===== src/rtl/mult_pkg.sv =====
// Shared types and helpers for the sequential shift-add multiplier.
//   state_e       : controller state encoding (IDLE, RUN)
//   MODE_*        : values of the is_signed request input
//   abs_val()     : two's-complement magnitude. Callers sign-extend the
//                   operand to ABS_MAX_W bits and truncate the result back
//                   to their own width.
package mult_pkg;

  typedef enum logic [0:0] {
    IDLE = 1'b0,
    RUN  = 1'b1
  } state_e;

  localparam logic MODE_UNSIGNED = 1'b0;
  localparam logic MODE_SIGNED   = 1'b1;

  localparam int unsigned ABS_MAX_W = 64;

  // The most negative value maps to itself, which is its correct unsigned
  // magnitude once the result is truncated to the operand width.
  function automatic logic [ABS_MAX_W-1:0] abs_val(input logic [ABS_MAX_W-1:0] x);
    return x[ABS_MAX_W-1] ? (~x + ABS_MAX_W'(1)) : x;
  endfunction

endpackage


===== src/rtl/seq_mult_unit_if.sv =====
// Request/response bundle for seq_mult_unit.
//   master : drives start, is_signed, multiplicand, multiplier
//   slave  : drives busy, done, product_hi, product_lo
interface seq_mult_unit_if #(
  parameter int unsigned WIDTH = 32
);

  logic             start;
  logic             is_signed;
  logic [WIDTH-1:0] multiplicand;
  logic [WIDTH-1:0] multiplier;
  logic             busy;
  logic             done;
  logic [WIDTH-1:0] product_hi;
  logic [WIDTH-1:0] product_lo;

  modport master (
    output start, is_signed, multiplicand, multiplier,
    input  busy, done, product_hi, product_lo
  );

  modport slave (
    input  start, is_signed, multiplicand, multiplier,
    output busy, done, product_hi, product_lo
  );

endinterface


===== src/rtl/mult_pp_step.sv =====
// One partial-product step: mcand * digit, aligned to bit cnt*BPC.
//   mcand : multiplicand magnitude (WIDTH)
//   digit : current BPC-bit multiplier digit
//   cnt   : iteration index
//   pp_c  : aligned partial product (2*WIDTH), combinational
module mult_pp_step #(
  parameter int unsigned WIDTH = 32,
  parameter int unsigned BPC   = 1,
  parameter int unsigned CNT_W = 5
) (
  input  logic [WIDTH-1:0]   mcand,
  input  logic [BPC-1:0]     digit,
  input  logic [CNT_W-1:0]   cnt,
  output logic [2*WIDTH-1:0] pp_c
);

  localparam int unsigned P_W  = 2 * WIDTH;
  localparam int unsigned SH_W = $clog2(P_W);

  logic [P_W-1:0]  prod_c;
  logic [SH_W-1:0] shamt_c;

  // cnt*BPC < WIDTH, so the shift amount always fits in SH_W bits
  always_comb begin
    prod_c  = P_W'(mcand) * P_W'(digit);
    shamt_c = SH_W'(cnt) * SH_W'(BPC);
    pp_c    = prod_c << shamt_c;
  end

endmodule


===== src/rtl/seq_mult_unit.sv =====
// Iterative shift-add multiplier for the HI/LO multiply path.
// It retires BPC multiplier bits per cycle and takes exactly WIDTH/BPC
// cycles from the accepted start to done.
//   clk, rst_n : clock, synchronous active-low reset
//   bus.start, is_signed, multiplicand, multiplier : request, sampled while idle
//   bus.busy       : operation in progress
//   bus.done       : one-cycle completion pulse
//   bus.product_hi : upper half of the product
//   bus.product_lo : lower half of the product
module seq_mult_unit
  import mult_pkg::*;
#(
  parameter int unsigned WIDTH = 32,
  parameter int unsigned BPC   = 1
) (
  input  logic           clk,
  input  logic           rst_n,
  seq_mult_unit_if.slave bus
);

  localparam int unsigned N     = WIDTH / BPC;
  localparam int unsigned P_W   = 2 * WIDTH;
  localparam int unsigned CNT_W = (N > 1) ? $clog2(N) : 1;

  if (!(BPC == 1 || BPC == 2 || BPC == 4) || (WIDTH % BPC) != 0 ||
      WIDTH > ABS_MAX_W) begin : g_param_check
    $error("seq_mult_unit: illegal WIDTH/BPC combination");
  end

  state_e             state_q, state_d;
  logic               accept_c, finish_c;
  logic [WIDTH-1:0]   mcand_q, mplier_q;
  logic               neg_q;
  logic [P_W-1:0]     acc_q, acc_next_c, pp_c;
  logic [CNT_W-1:0]   cnt_q;
  logic               busy_q, done_q;
  logic [WIDTH-1:0]   hi_q, lo_q;
  logic [WIDTH-1:0]   a_mag_c, b_mag_c;
  logic               signed_req_c;

  // Operand magnitudes for signed requests
  assign signed_req_c = (bus.is_signed == MODE_SIGNED);
  assign a_mag_c = WIDTH'(abs_val(ABS_MAX_W'($signed(bus.multiplicand))));
  assign b_mag_c = WIDTH'(abs_val(ABS_MAX_W'($signed(bus.multiplier))));

  mult_pp_step #(
    .WIDTH (WIDTH),
    .BPC   (BPC),
    .CNT_W (CNT_W)
  ) u_pp_step (
    .mcand (mcand_q),
    .digit (mplier_q[BPC-1:0]),
    .cnt   (cnt_q),
    .pp_c  (pp_c)
  );

  assign acc_next_c = acc_q + pp_c;

  // State register
  always_ff @(posedge clk) begin
    if (!rst_n) state_q <= IDLE;
    else        state_q <= state_d;
  end

  // Next-state logic; start is only looked at while idle
  always_comb begin
    state_d  = state_q;
    accept_c = 1'b0;
    finish_c = 1'b0;
    case (state_q)
      IDLE: begin
        if (bus.start) begin
          state_d  = RUN;
          accept_c = 1'b1;
        end
      end
      RUN: begin
        if (cnt_q == CNT_W'(N - 1)) begin
          state_d  = IDLE;
          finish_c = 1'b1;
        end
      end
      default: state_d = IDLE;
    endcase
  end

  // Datapath, handshake and result registers
  always_ff @(posedge clk) begin
    if (!rst_n) begin
      mcand_q  <= '0;
      mplier_q <= '0;
      neg_q    <= 1'b0;
      acc_q    <= '0;
      cnt_q    <= '0;
      busy_q   <= 1'b0;
      done_q   <= 1'b0;
      hi_q     <= '0;
      lo_q     <= '0;
    end else begin
      busy_q <= (state_d == RUN);
      done_q <= finish_c;
      if (accept_c) begin
        mcand_q  <= signed_req_c ? a_mag_c : bus.multiplicand;
        mplier_q <= signed_req_c ? b_mag_c : bus.multiplier;
        neg_q    <= signed_req_c &
                    (bus.multiplicand[WIDTH-1] ^ bus.multiplier[WIDTH-1]);
        acc_q    <= '0;
        cnt_q    <= '0;
      end else if (state_q == RUN) begin
        acc_q    <= acc_next_c;
        mplier_q <= mplier_q >> BPC;
        cnt_q    <= cnt_q + CNT_W'(1);
        // Sign fix-up folds into the final accumulate
        if (finish_c) begin
          {hi_q, lo_q} <= neg_q ? (~acc_next_c + P_W'(1)) : acc_next_c;
        end
      end
    end
  end

  assign bus.busy       = busy_q;
  assign bus.done       = done_q;
  assign bus.product_hi = hi_q;
  assign bus.product_lo = lo_q;

endmodule

===== src/flat_wrapper.sv =====
// flat-port wrapper written by rule: the top's interface ports become plain ports
module seq_mult_unit_flat import mult_pkg::*;
#(
  parameter int unsigned WIDTH = 32,
  parameter int unsigned BPC   = 1
)
  (clk, rst_n, bus_start, bus_is_signed, bus_multiplicand, bus_multiplier, bus_busy, bus_done, bus_product_hi, bus_product_lo);
  seq_mult_unit_if #(.WIDTH(WIDTH)) bus_i ();
  input  logic clk;
  input  logic rst_n;
  input wire logic [$bits(bus_i.start)-1:0] bus_start;
  input wire logic [$bits(bus_i.is_signed)-1:0] bus_is_signed;
  input wire logic [$bits(bus_i.multiplicand)-1:0] bus_multiplicand;
  input wire logic [$bits(bus_i.multiplier)-1:0] bus_multiplier;
  output wire logic [$bits(bus_i.busy)-1:0] bus_busy;
  output wire logic [$bits(bus_i.done)-1:0] bus_done;
  output wire logic [$bits(bus_i.product_hi)-1:0] bus_product_hi;
  output wire logic [$bits(bus_i.product_lo)-1:0] bus_product_lo;
  assign bus_i.start = bus_start;
  assign bus_i.is_signed = bus_is_signed;
  assign bus_i.multiplicand = bus_multiplicand;
  assign bus_i.multiplier = bus_multiplier;
  assign bus_busy = bus_i.busy;
  assign bus_done = bus_i.done;
  assign bus_product_hi = bus_i.product_hi;
  assign bus_product_lo = bus_i.product_lo;
  seq_mult_unit #(.WIDTH(WIDTH), .BPC(BPC)) u_core (.clk(clk), .rst_n(rst_n), .bus(bus_i));
endmodule

===== config.mk =====
export PLATFORM = sky130hd
export DESIGN_NAME = seq_mult_unit_flat
export DESIGN_NICKNAME = d
export VERILOG_FILES = /design/src/rtl/mult_pkg.sv /design/src/rtl/seq_mult_unit_if.sv /design/src/rtl/mult_pp_step.sv /design/src/rtl/seq_mult_unit.sv /design/src/flat_wrapper.sv
export SDC_FILE = /design/constraint.sdc
export NUM_CORES = 1
export LEC_CHECK = 0
export CAP_MARGIN = 0
export CORE_AREA = 5 5 160 178
export CTS_CLUSTER_DIAMETER = 100
export DETAILED_ROUTE_END_ITERATION = 10
export DIE_AREA = 0 0 165 183
export PLACE_DENSITY_LB_ADDON = 0.2
export RECOVER_POWER = 50
export SYNTH_ARGS = -nofsm -noshare
export SYNTH_HDL_FRONTEND = slang
export SYNTH_SLANG_ARGS = --single-unit

===== constraint.sdc =====
create_clock -name clk -period 12.8 [get_ports clk]
set_clock_uncertainty 0.05 [all_clocks]
set_input_delay 2.56 -clock clk [delete_from_list [all_inputs] [get_ports clk]]
set_output_delay 2.56 -clock clk [all_outputs]
set_load 0.05 [all_outputs]

==> impl_metrics.py, run 1 <==
metrics = {
    "drt": {
        "wl_per_cell_um": 21.7,
        "wirelength_um": 58200,
        "drtIter0Drc": 2130,
        "drt-pass1-iter-count": 9,
        "ant_nets": 0,
        "drcViolationCount": 0,
        "avgViaCountPerCell": 6.77,
        "dr_total_vias": 18100,
    },
    "yosys": {
        "netlist_top_cells_area": "dfxtp_1, nor2_1, a21oi_1",
        "synth_cell_type_count": 89,
        "synth_area_um2": 16900,
        "synth_top_area_cell": "dfxtp_1",
        "synth-warning-count": 0,
        "synth-edff-count": 0,
        "async_flop_share_pct": 0,
        "ys.flop_type": "dfxtp_1",
        "syn_avg_cell_area_um2": 7.34,
        "yosysSeqAreaShare_pct": 23.7,
        "synth-seq-cells": 200,
        "syn_inst": 2303,
        "synthTopCellsByCount": "nor2_1, nand2_1, dfxtp_1, a21oi_1, o21ai_0",
        "synth_most_common_cell": "nor2_1",
        "yosysTopAreaCellShare_pct": 23.7,
        "syn-num-nets": 2440,
    },
    "sta": {
        "fin_tns_setup_ns": 0,
        "grt_setup_unrepaired": "no",
        "setup_violations": 0,
        "slew_headroom_pct": -101,
        "fin_crit_ns": 8.31,
        "whs_ns": 0.407,
        "fin_crit_sh_pct": 64.9,
        "tightest_slew_ns": 3.02,
        "slew_violations": 314,
        "fmax_mhz": 120,
        "hold_viol_final": 0,
    },
    "critical_path": {
        "worstSetupPathType": "flop to flop",
        "slowest_delay_ns": 1.06,
        "worstPathRequired_ns": 13.09,
        "reg2regPathDepth": 20,
        "end_kind": "flop",
        "crit_arrival_ns": 8.60,
        "cp_max_fo": 44,
        "crit_cells": 20,
        "start_kind": "flop",
        "critPathBufInv": 0,
        "cp_slowest_cell": "dfxtp_2",
        "crit_family": "simple AND/OR/NAND/NOR gates",
        "crit_chain": "mux4_2 > nand2_1 > nor2_1 > a31o_2 > nor2_1 > a21oi_1 > and2_1 > ha_1 > nand2_1 > o21ai_0 > a21oi_1 > a211oi_1 > o21ai_1 > a31oi_1 > xor2_1 > or4_1 > nor4_1 > nand4_1 > or3_1 > a31oi_1",
    },
    "floorplan": {
        "die_h_um": 183,
        "num_rows": 63,
        "pin_count": 134,
        "core_um2": 26500,
        "die_w_um": 165,
        "die_area_um2": 30200,
        "start_util_pct": 63.8,
    },
    "pwr": {
        "switching_share_pct": 31.8,
        "netSwitchingPower_mw": 0.491,
        "seq_power_share_pct": 43.5,
        "vdd_drop_max_mv": 0.0645,
        "cellPowerDensity_nw_per_um2": 82.2,
        "power_frac_clock_pct": 37.2,
        "power.internal_mw": 1.05,
        "p_leak_nw": 6.99,
        "combPwrFrac_pct": 19.3,
    },
    "clock_tree": {
        "cts_root_buf": "clkbuf_16",
        "cts_buffers": 17,
        "cts_setup_buffers": 0,
        "ctsHoldBuffers": 0,
        "postCtsResizedCells": 0,
        "clkTransAtPathRegs_ns": 0.08,
        "cts_tree": "done",
        "clockBufferDepth": 2,
        "cts.htree.levels": 4,
        "cts.sinks": 200,
        "worstSkewPairLatency_ns": 0.46,
    },
    "grt": {
        "antenna_found_initial": 0,
        "grt_pass1_vias": 16500,
        "grt_max_degree": 86,
        "overflow": 0,
        "grt_use_total_pct": 37.3,
        "grt_pass1_wl_um": 89800,
    },
    "placed_design": {
        "gp_congestion": 1.15,
        "hpwl_um": 44600,
        "portBuffers": 133,
        "dp.cells": 2649,
    },
    "layout": {
        "layout-area-overhead-vs-synth_pct": 11.1,
        "nets": 2448,
        "fin_cells": 2681,
        "antenna_cells": 0,
        "drive_gt1_share_pct": 5.21,
    },
    "hold_path": {
        "hold_depth": 2,
        "hold_class": "flop to flop",
    },
    "flow_run": {
        "max_cap_viol_count": 5,
    },
    "run_status": {
        "outcome": "complete, but fails checks",
        "violations": "capacitance limit, slew limit",
    },
}
==> layout make-up <==
cell class              count  area [um^2]
clock buffers              20          467
clock inverters            12          131
fillers                  2163         7710
inverters                  46          174
multi-input cells        1898        12100
flip-flops and latches    200         4010
well taps                 357          447
repair buffers            148         1430
==> power by group through the flow <==
stage | combinational, mW | sequential, mW | clock (mW)
2_1_floorplan | 0.209 | 0.668 | 0
3_3_place_gp | 0.276 | 0.682 | 0
3_5_place_dp | 0.286 | 0.684 | 0
4_1_cts | 0.288 | 0.669 | 0.571
5_1_grt | 0.318 | 0.673 | 0.599
6_report | 0.298 | 0.671 | 0.574
==> state kept, by name, indices dropped and copies added (netlist names) <==
register	count
u_core.acc_q	64
u_core.bus.done	1
u_core.bus.product_hi	32
u_core.bus.product_lo	32
u_core.cnt_q	5
u_core.mcand_q	32
u_core.mplier_q	32
u_core.neg_q	1
u_core.state_q	1
==> worst min-delay path, stage by stage (launching register included) <==
cell	delay, ns
dfxtp_1	0.31
nand2_1	0.05
a21oi_1	0.05
==> metal layers <==
layer	GRT usage [%]	wire length (um)	up-vias
met4	19.1	3570	0
met2	60.5	26400	1080
met5	0	0	-
li1	-	-	8447
met1	48.4	23000	8417
met3	5.19	5210	205
==> through the flow <==
stage / worst slack [ns] / instance area, um^2 / utilization [%] / power, mW
2_1_floorplan: 6.26 / 16900 / - / 0.876
3_3_place_gp: 5.07 / 18200 / 68.7 / 0.959
3_5_place_dp: 4.90 / 18200 / 68.7 / 0.969
4_1_cts: 4.85 / 18800 / 71.0 / 1.53
5_1_grt: 3.99 / 18800 / 70.9 / 1.59
6_report: 4.49 / 18800 / 70.9 / 1.54
==> path summary, 6_finish.rpt <==
check / from / end / slack (ns)
worst max register to register: u_core.cnt_q[0] / u_core.bus.product_hi[29] / 4.49
worst max-delay path: u_core.cnt_q[0] / u_core.bus.product_hi[29] / 4.49
worst min-delay path: u_core.bus.product_lo[9] / u_core.bus.product_lo[9] / 0.41
worst min register to register: u_core.bus.product_lo[9] / u_core.bus.product_lo[9] / 0.41
==> cell usage in the layout (no fill, tap or decap), types with 68 or more instances in the layout <==
| cell type | count |
|---|---|
| a211oi_1 | 117 |
| o21ai_0 | 144 |
| dfxtp_1 | 198 |
| nand2_1 | 203 |
| mux2i_1 | 91 |
| nor2_1 | 375 |
| xnor2_1 | 69 |
| xor2_1 | 80 |
| a21oi_1 | 189 |
| ha_1 | 68 |
==> kinds of logic (layout without fill, tap and decap cells) <==
| family | after synthesis | after routing | synth area share [%] |
|---|---|---|---|
| fa+ha+maj | 69 | 69 | 5.15 |
| xor+xnor | 149 | 149 | 7.72 |
| buf+inv | 205 | 226 | 4.65 |
| compound gates | 681 | 681 | 25.8 |
| flops | 200 | 200 | 23.7 |
| mux | 122 | 122 | 9.12 |
| simple gates | 877 | 877 | 23.8 |
Note: power is estimated with default switching activity, not from simulation.
==> inputs of run 2 (changes only) <==
CORE_AREA = 5 5 167 185   (was 5 5 160 178)
DIE_AREA = 0 0 172 190   (was 0 0 165 183)
clock period = 8.6 ns   (was 12.8 ns; I/O delays follow)
==> run 2 against run 1 <==
The run still ends with capacitance limit, slew limit left. Global-route usage down 2.9 points. Worst hold slack worse by 0.0046 ns. Core utilization down 6.0 points. Sequential share of layout area down 0.071 points. Critical endpoint is now u_core.bus.product_hi[26].
==> impl_metrics.py, run 2 (synthesis gave the netlist of run 1 again) <==
metrics = {
    "run_status": {
        "outcome": "complete, but fails checks",
        "violations": "capacitance limit, slew limit",
    },
    "clock_tree": {
        "clockBufferDepth": 2,
        "worstSkewPairLatency_ns": 0.45,
        "cts_buffers": 17,
        "cts_root_buf": "clkbuf_16",
        "clkTransAtPathRegs_ns": 0.08,
        "cts.sinks": 200,
        "cts.htree.levels": 4,
        "cts_setup_buffers": 0,
        "cts_tree": "done",
    },
    "placed_design": {
        "portBuffers": 133,
        "dpl_cell_area_um2": 18300,
        "hpwl_um": 45300,
        "gp_congestion": 1.07,
        "dp.cells": 2671,
        "post-place-ws_ns": 0.756,
    },
    "grt": {
        "overflow": 0,
        "grt_max_degree": 89,
        "antenna_found_initial": 0,
        "grt_use_total_pct": 34.4,
        "grt_pass1_wl_um": 89600,
        "grt_pass1_vias": 16300,
    },
    "critical_path": {
        "worstReg2RegEnd": "u_core.bus.product_hi[26]",
        "r2r_setup_slack_ns": 0.58,
        "crit_arrival_ns": 8.30,
        "crit_path_start": "u_core.cnt_q[1]",
        "start_kind": "flop",
        "reg2regPathDepth": 20,
        "r2r_start": "u_core.cnt_q[1]",
        "worstSetupPathType": "flop to flop",
        "cp_max_fo": 20,
        "worstPathRequired_ns": 8.88,
        "end_kind": "flop",
    },
    "pwr": {
        "switching_share_pct": 31.8,
        "power.internal_mw": 1.58,
        "seq_power_share_pct": 42.9,
        "p_leak_nw": 7.03,
        "power_frac_clock_pct": 37.7,
        "vdd_drop_max_mv": 0.132,
        "power_mw": 2.31,
        "combPwrFrac_pct": 19.4,
        "cellPowerDensity_nw_per_um2": 123,
        "netSwitchingPower_mw": 0.736,
    },
    "floorplan": {
        "die_w_um": 172,
        "pin_count": 134,
        "die_h_um": 190,
        "core_um2": 29100,
        "start_util_pct": 58.1,
        "num_rows": 66,
        "die_area_um2": 32700,
    },
    "layout": {
        "nets": 2453,
        "postLayoutCellArea_um2": 18900,
        "final_cell_mix": "nor2_1, nand2_1, dfxtp_1",
        "antenna_cells": 0,
        "utilization_pct": 64.9,
        "layout-area-overhead-vs-synth_pct": 11.6,
        "regMostFlops": "u_core.acc_q",
        "drive_gt1_share_pct": 5.46,
        "largest_reg_flops": 64,
        "mostFrequentLayoutCell": "nor2_1",
        "fin_cells": 2702,
    },
    "drt": {
        "wirelength_um": 58300,
        "ant_nets": 0,
        "drcViolationCount": 0,
        "wl_per_cell_um": 21.6,
        "drtIter0Drc": 2068,
        "drt-pass1-iter-count": 6,
        "dr_total_vias": 17800,
        "avgViaCountPerCell": 6.59,
    },
    "sta": {
        "setup_violations": 0,
        "grt_setup_unrepaired": "no",
        "slew_violations": 223,
        "slew_headroom_pct": -152,
        "tightest_slew_ns": 3.79,
        "whs_ns": 0.403,
        "fin_ws_ns": 0.577,
        "fin_crit_ns": 8.02,
        "fin_crit_sh_pct": 93.3,
        "fin_tns_setup_ns": 0,
        "hold_viol_final": 0,
        "fmax_mhz": 125,
    },
    "flow_run": {
        "max_cap_viol_count": 4,
    },
    "hold_path": {
        "hold_class": "flop to flop",
        "min_from": "u_core.bus.product_lo[0]",
        "hold_depth": 2,
        "whs_endpoint": "u_core.bus.product_lo[0]",
    },
}
## run 2: cell types whose count changed in the layout (fill, tap and decap cells not counted), sizes merged
cell           delta
buf               +4
bufinv            +1
clkbuf            -2
clkdlybuf4s50     -1
clkinv            -1
clkinvlp          -1
dlygate4sd3       +1
inv               +3
## run 2: critical path: stages (launching register included)
cell and delay [ns]:
dfxtp_1 0.80, mux2_2 0.42, o21ai_0 0.31, nor2_1 0.06
o21ai_0 0.42, nand2_1 0.09, o21ai_0 0.13, nor2_1 0.07
ha_1 0.50, nand2_1 0.17, nor3_1 0.53, o21ai_1 0.40
and2_1 0.37, o311ai_2 0.53, o211ai_1 0.23, or4b_1 0.70
or4_1 0.80, or3_4 0.47, o31ai_1 0.44, xor2_1 0.13
a211oi_1 0.25
## run 2: timing repair
item / CTS / global route
setup endpoints to repair: 0 / 1
endpoints found under the hold margin: 0 / 0
hold buffers: 0 / 0
resized for setup: 0 / 1
## run 2: power groups by stage
stage                     combinational [mW]  clock, mW  sequential, mW
final                                  0.448      0.872           0.991
after global routing                   0.482      0.912           0.995
after CTS                              0.437      0.876           0.989
after detailed placement               0.434          0            1.01
after global placement                 0.424          0            1.01
after floorplan                        0.310          0           0.994
## run 2: worst max-delay path by stage
stage | cells past startpoint | endpoint
detailed placement | 20 | u_core.bus.product_hi[29]
floorplan | 21 | u_core.bus.product_hi[18]
finish | 20 | u_core.bus.product_hi[26]
CTS | 20 | u_core.bus.product_hi[29]
global route | 20 | u_core.bus.product_hi[26]
global placement | 20 | u_core.bus.product_hi[29]
## run 2: layout make-up
type,count,area [um^2]
Fill cell,2634,10200
Multi-Input combinational cell,1898,12100
Clock buffer,17,425
Sequential cell,200,4010
Tap cell,374,468
Inverter,46,174
Clock inverter,14,181
Timing Repair Buffer,153,1470
## run 2: per-layer routing
| metal | part of all wire [%] | GRT usage, % | routed length (um) | vias up |
|---|---|---|---|---|
| met1 | 42 | 46.5 | 24500 | 8318 |
| met2 | 45 | 55.5 | 26400 | 894 |
| met4 | 4.0 | 12.5 | 2330 | 0 |
| li1 | - | - | - | 8473 |
| met5 | 0 | 0 | 0 | - |
| met3 | 8.5 | 5.42 | 4970 | 134 |
==> inputs of run 3 (changes only) <==
clock period = 7.7 ns   (was 8.6 ns; I/O delays follow)
==> run 3 against run 2 <==
The flow still finishes with violations (capacitance limit, slew limit). Flip-flop and latch count stayed put. Setup slack worse by 0.18 ns. Sequential share of layout area hardly changed. Largest cell class unchanged. Count of clock-buffer cells in the layout is 1 higher. Final area is 0.32% higher. Maximum frequency is 9.8% higher. Critical endpoint is now u_core.bus.product_hi[18]. Cell count is 0.52% higher.
==> impl_metrics.py, run 3 (synthesis gave the netlist of run 1 again) <==
metrics = {
    "critical_path": {
        "slowest_delay_ns": 0.68,
        "end_kind": "flop",
        "worstReg2RegEnd": "u_core.bus.product_hi[18]",
        "start_kind": "flop",
        "reg2regPathDepth": 21,
        "crit_arrival_ns": 7.59,
        "worstPathRequired_ns": 7.98,
        "cp_max_fo": 24,
        "r2r_start": "u_core.cnt_q[0]",
        "crit_chain": "buf_4 > mux2_2 > a31oi_1 > a21oi_1 > inv_1 > nand2_1 > o21ai_0 > nor2_1 > ha_1 > nand4_1 > nor3_1 > nand2_1 > o221ai_1 > nor4_1 > o221a_2 > or4_1 > or4_1 > or3_4 > o41a_1 > xnor2_1 > a211oi_1",
        "worstSetupPathType": "flop to flop",
        "cp_slowest_cell": "or4_1",
        "r2r_setup_slack_ns": 0.39,
        "crit_path_start": "u_core.cnt_q[0]",
    },
    "grt": {
        "grt_use_total_pct": 35.6,
        "grt_max_degree": 92,
        "grt_pass1_vias": 16800,
        "antenna_found_initial": 0,
        "overflow": 0,
        "grt_pass1_wl_um": 92400,
    },
    "flow_run": {
        "max_cap_viol_count": 3,
    },
    "floorplan": {
        "core_um2": 29100,
        "pin_count": 134,
        "die_w_um": 172,
        "num_rows": 66,
        "die_h_um": 190,
        "start_util_pct": 58.1,
        "die_area_um2": 32700,
    },
    "drt": {
        "drtIter0Drc": 1785,
        "dr_total_vias": 17900,
        "wirelength_um": 59400,
        "avgViaCountPerCell": 6.60,
        "wl_per_cell_um": 21.9,
        "drt-pass1-iter-count": 6,
        "drcViolationCount": 0,
        "ant_nets": 0,
    },
    "layout": {
        "drive_gt1_share_pct": 6.11,
        "mostFrequentLayoutCell": "nor2_1",
        "regMostFlops": "u_core.acc_q",
        "nets": 2468,
        "utilization_pct": 65.1,
        "final_cell_mix": "nor2_1, nand2_1, dfxtp_1",
        "antenna_cells": 0,
        "layout-area-overhead-vs-synth_pct": 12.0,
        "largest_reg_flops": 64,
    },
    "placed_design": {
        "hpwl_um": 46500,
        "portBuffers": 133,
        "gp_congestion": 1.05,
    },
    "sta": {
        "fin_tns_setup_ns": 0,
        "fin_crit_sh_pct": 94.9,
        "whs_ns": 0.400,
        "hold_viol_final": 0,
        "setup_violations": 0,
        "fmax_mhz": 137,
        "slew_violations": 219,
        "grt_setup_unrepaired": "no",
        "fin_crit_ns": 7.31,
        "tightest_slew_ns": 3.86,
        "slew_headroom_pct": -157,
    },
    "run_status": {
        "violations": "capacitance limit, slew limit",
        "outcome": "complete, but fails checks",
    },
    "clock_tree": {
        "cts_setup_buffers": 0,
        "worstSkewPairLatency_ns": 0.46,
        "clockBufferDepth": 2,
        "clkTransAtPathRegs_ns": 0.08,
        "cts_root_buf": "clkbuf_16",
        "postCtsResizedCells": 0,
        "ctsHoldBuffers": 0,
        "cts.htree.levels": 4,
        "cts.sinks": 200,
        "cts_buffers": 17,
        "cts_tree": "done",
    },
    "pwr": {
        "vdd_drop_max_mv": 0.119,
        "cellPowerDensity_nw_per_um2": 133,
        "power_mw": 2.52,
        "p_leak_nw": 7.07,
    },
    "hold_path": {
        "hold_class": "flop to flop",
        "whs_endpoint": "u_core.bus.product_lo[9]",
        "min_from": "u_core.bus.product_lo[9]",
        "hold_depth": 2,
    },
}
run 3: cell count changes in the layout (fill, tap and decap cells not counted), moves of 2 or more:
cell       previous run  this run
a211oi_1            117       115
a211oi_2              0         2
buf_4                18        32
bufinv_16             2         0
clkinv_4              1         3
inv_8                 5         1
run 3: how the worst max path moves through the flow:
stage	endpoint	slack, ns	depth (start not counted)
CTS	u_core.bus.product_hi[18]	0.07	20
global placement	u_core.bus.product_hi[18]	0.17	20
finish	u_core.bus.product_hi[18]	0.39	21
detailed placement	u_core.bus.product_hi[18]	0.09	20
global route	u_core.bus.product_hi[18]	0.06	21
floorplan	u_core.bus.product_hi[18]	1.16	21
run 3: critical path: cells and delay by family (launching register included):
kind            cells  cell delay [ns]
compound gates      7             2.00
xor+xnor            1             0.13
fa+ha+maj           1             0.57
buf+inv             2             0.37
simple gates        9             3.07
flops               1             0.60
mux                 1             0.38
run 3: metrics by stage:
step | area (um^2) | cells | setup WS [ns]
after floorplan | 16900 | 2303 | 1.16
after global placement | 18400 | 2686 | 0.169
after detailed placement | 18400 | 2686 | 0.0922
after CTS | 18900 | 2716 | 0.0716
after global routing | 18900 | 2716 | 0.0626
final | 18900 | 2716 | 0.392
run 3: power breakdown:
group	switching (mW)	internal (mW)	leakage, nW
Sequential	0.0518	1.07	1.63
Combinational	0.295	0.200	5.17
Clock	0.471	0.431	0.269
run 3: layout make-up:
type / count / area (um^2)
tap: 374 / 468
multi-input combinational: 1898 / 12100
timing repair buffer: 168 / 1580
fill: 2604 / 10200
clock buffer: 18 / 439
clock inverter: 12 / 110
sequential: 200 / 4010
inverter: 46 / 174
run 3: per-layer routing:
layer,wire length [um],global-route usage [%],vias to the layer above
met2,26700,56.5,888
met4,2830,15.5,0
met1,24700,47.9,8412
met5,0,0,-
met3,5120,5.57,156
li1,-,-,8480
==> patch (flow settings as in run 3) <==
Set the package constant `ABS_MAX_W` to 32 (it was 64).
--- a/src/rtl/mult_pkg.sv
+++ b/src/rtl/mult_pkg.sv
@@ -15,5 +15,5 @@
   localparam logic MODE_SIGNED   = 1'b1;
 
-  localparam int unsigned ABS_MAX_W = 64;
+  localparam int unsigned ABS_MAX_W = 32;
 
   // The most negative value maps to itself, which is its correct unsigned
Behaviour: same outputs for any inputs over 10 cycles, from zero or initial values and one cycle with rst_n low; that may be too few to reach the edited logic, so the function may still have changed.
==> patch against run 3 <==
- the run still ends with max-capacitance violations, max-slew violations left
- wire length shrank 6.9%
- utilization shrank 2.0 points
- cell area shrank 3.1%
- power shrank 1.7%
- area after synthesis shrank 3.0%
- setup slack gained 0.011 ns
- sequential cell count is the same
- largest power group unchanged
==> patch: results (changes against run 3) <==
* GR Util met3 at 3.95% (-1.6 points)
* Status: finished, violations left
* CP arrival at 7.42 ns (-0.17 ns)
* Worst hold margin at 0.395 ns (-0.00489 ns)
* Crit path launch: u_core.cnt_q[1]$_SDFFE_PP0P_
* Met2 usage at 55.2% (-1.3 points)
* Fillers at 2674 (+2.7%)
* FF-to-FF path depth at 22 (+4.8%)
* Critical path peak fanout at 42 (+75%)
* Slowest stage delay, CP at 0.59 ns (-0.09 ns)
* Area contributors post-synth: dfxtp_1, nor2_1, mux2i_1
* Worst Slack Setup Final at 0.403 ns (+0.0106 ns)
* Max cap viols at 4 (+1)
* Fraction of the yosys area taken by sequential cells at 24.4% (+0.74 points)
* Post-DP HPWL at 43000 um (-7.4%)
* Slew Limit Fails at 268 (+22%)
* RR Endpoint: u_core.bus.product_hi[28]$_SDFFE_PN0P_
* WL met2 at 26000 um (-2.7%)
* Starting DRT DRC Count at 1602 (-10%)
* Worst path top cell family by delay: compound AO/OA/AOI/OAI gates
* Most instantiated cells after synthesis: nor2_1, dfxtp_1, nand2_1
* Violated checks: max-capacitance violations, max-slew violations
* Placed insts at 2558 (-4.8%)
* Final Instance Count excl. Fillers at 2591 (-4.6%)
* Total GRT Usage at 33.1% (-2.5 points)
* DR vias/cell at 6.46 (-2.2%)
* Placement Cell Area at 0.0178 mm2 (-3.1%)
* Number of global-route vias before repair at 15.6k (-7.3%)
* Global-route wire length before repair at 86200 um (-6.7%)
* Area delta synth->final at 11.9% (about the same)
* Syn nets at 2310 (-5.3%)
* Slew margin rel. at -161% (-3.7 points)
patch: cells by family after synthesis:
| family | count (synthesis) | synth area share [%] |
|---|---|---|
| compound gates | 641 | 25.4 |
| xor+xnor | 151 | 8.07 |
| fa+ha+maj | 69 | 5.31 |
| buf+inv | 174 | 4.23 |
| flops | 200 | 24.4 |
| mux | 133 | 10.1 |
| simple gates | 805 | 22.4 |
patch: where the power goes:
group | internal (W) | switching [W] | total, W
Combinational | 0.000182 | 0.000281 | 0.000463
Sequential | 0.00107 | 0.0000505 | 0.00112
Clock | 0.000441 | 0.000455 | 0.000895
Total | 0.00169 | 0.000786 | 0.00247
patch: cell type report:
type | count | area share (%)
Multi-Input combinational cell | 1799 | 63.8
Sequential cell | 200 | 21.9
Timing Repair Buffer | 155 | 8.07
Tap cell | 374 | 2.55
Clock buffer | 19 | 2.47
Inverter | 30 | 0.621
Clock inverter | 13 | 0.594
Antenna cell | 1 | 0.0136
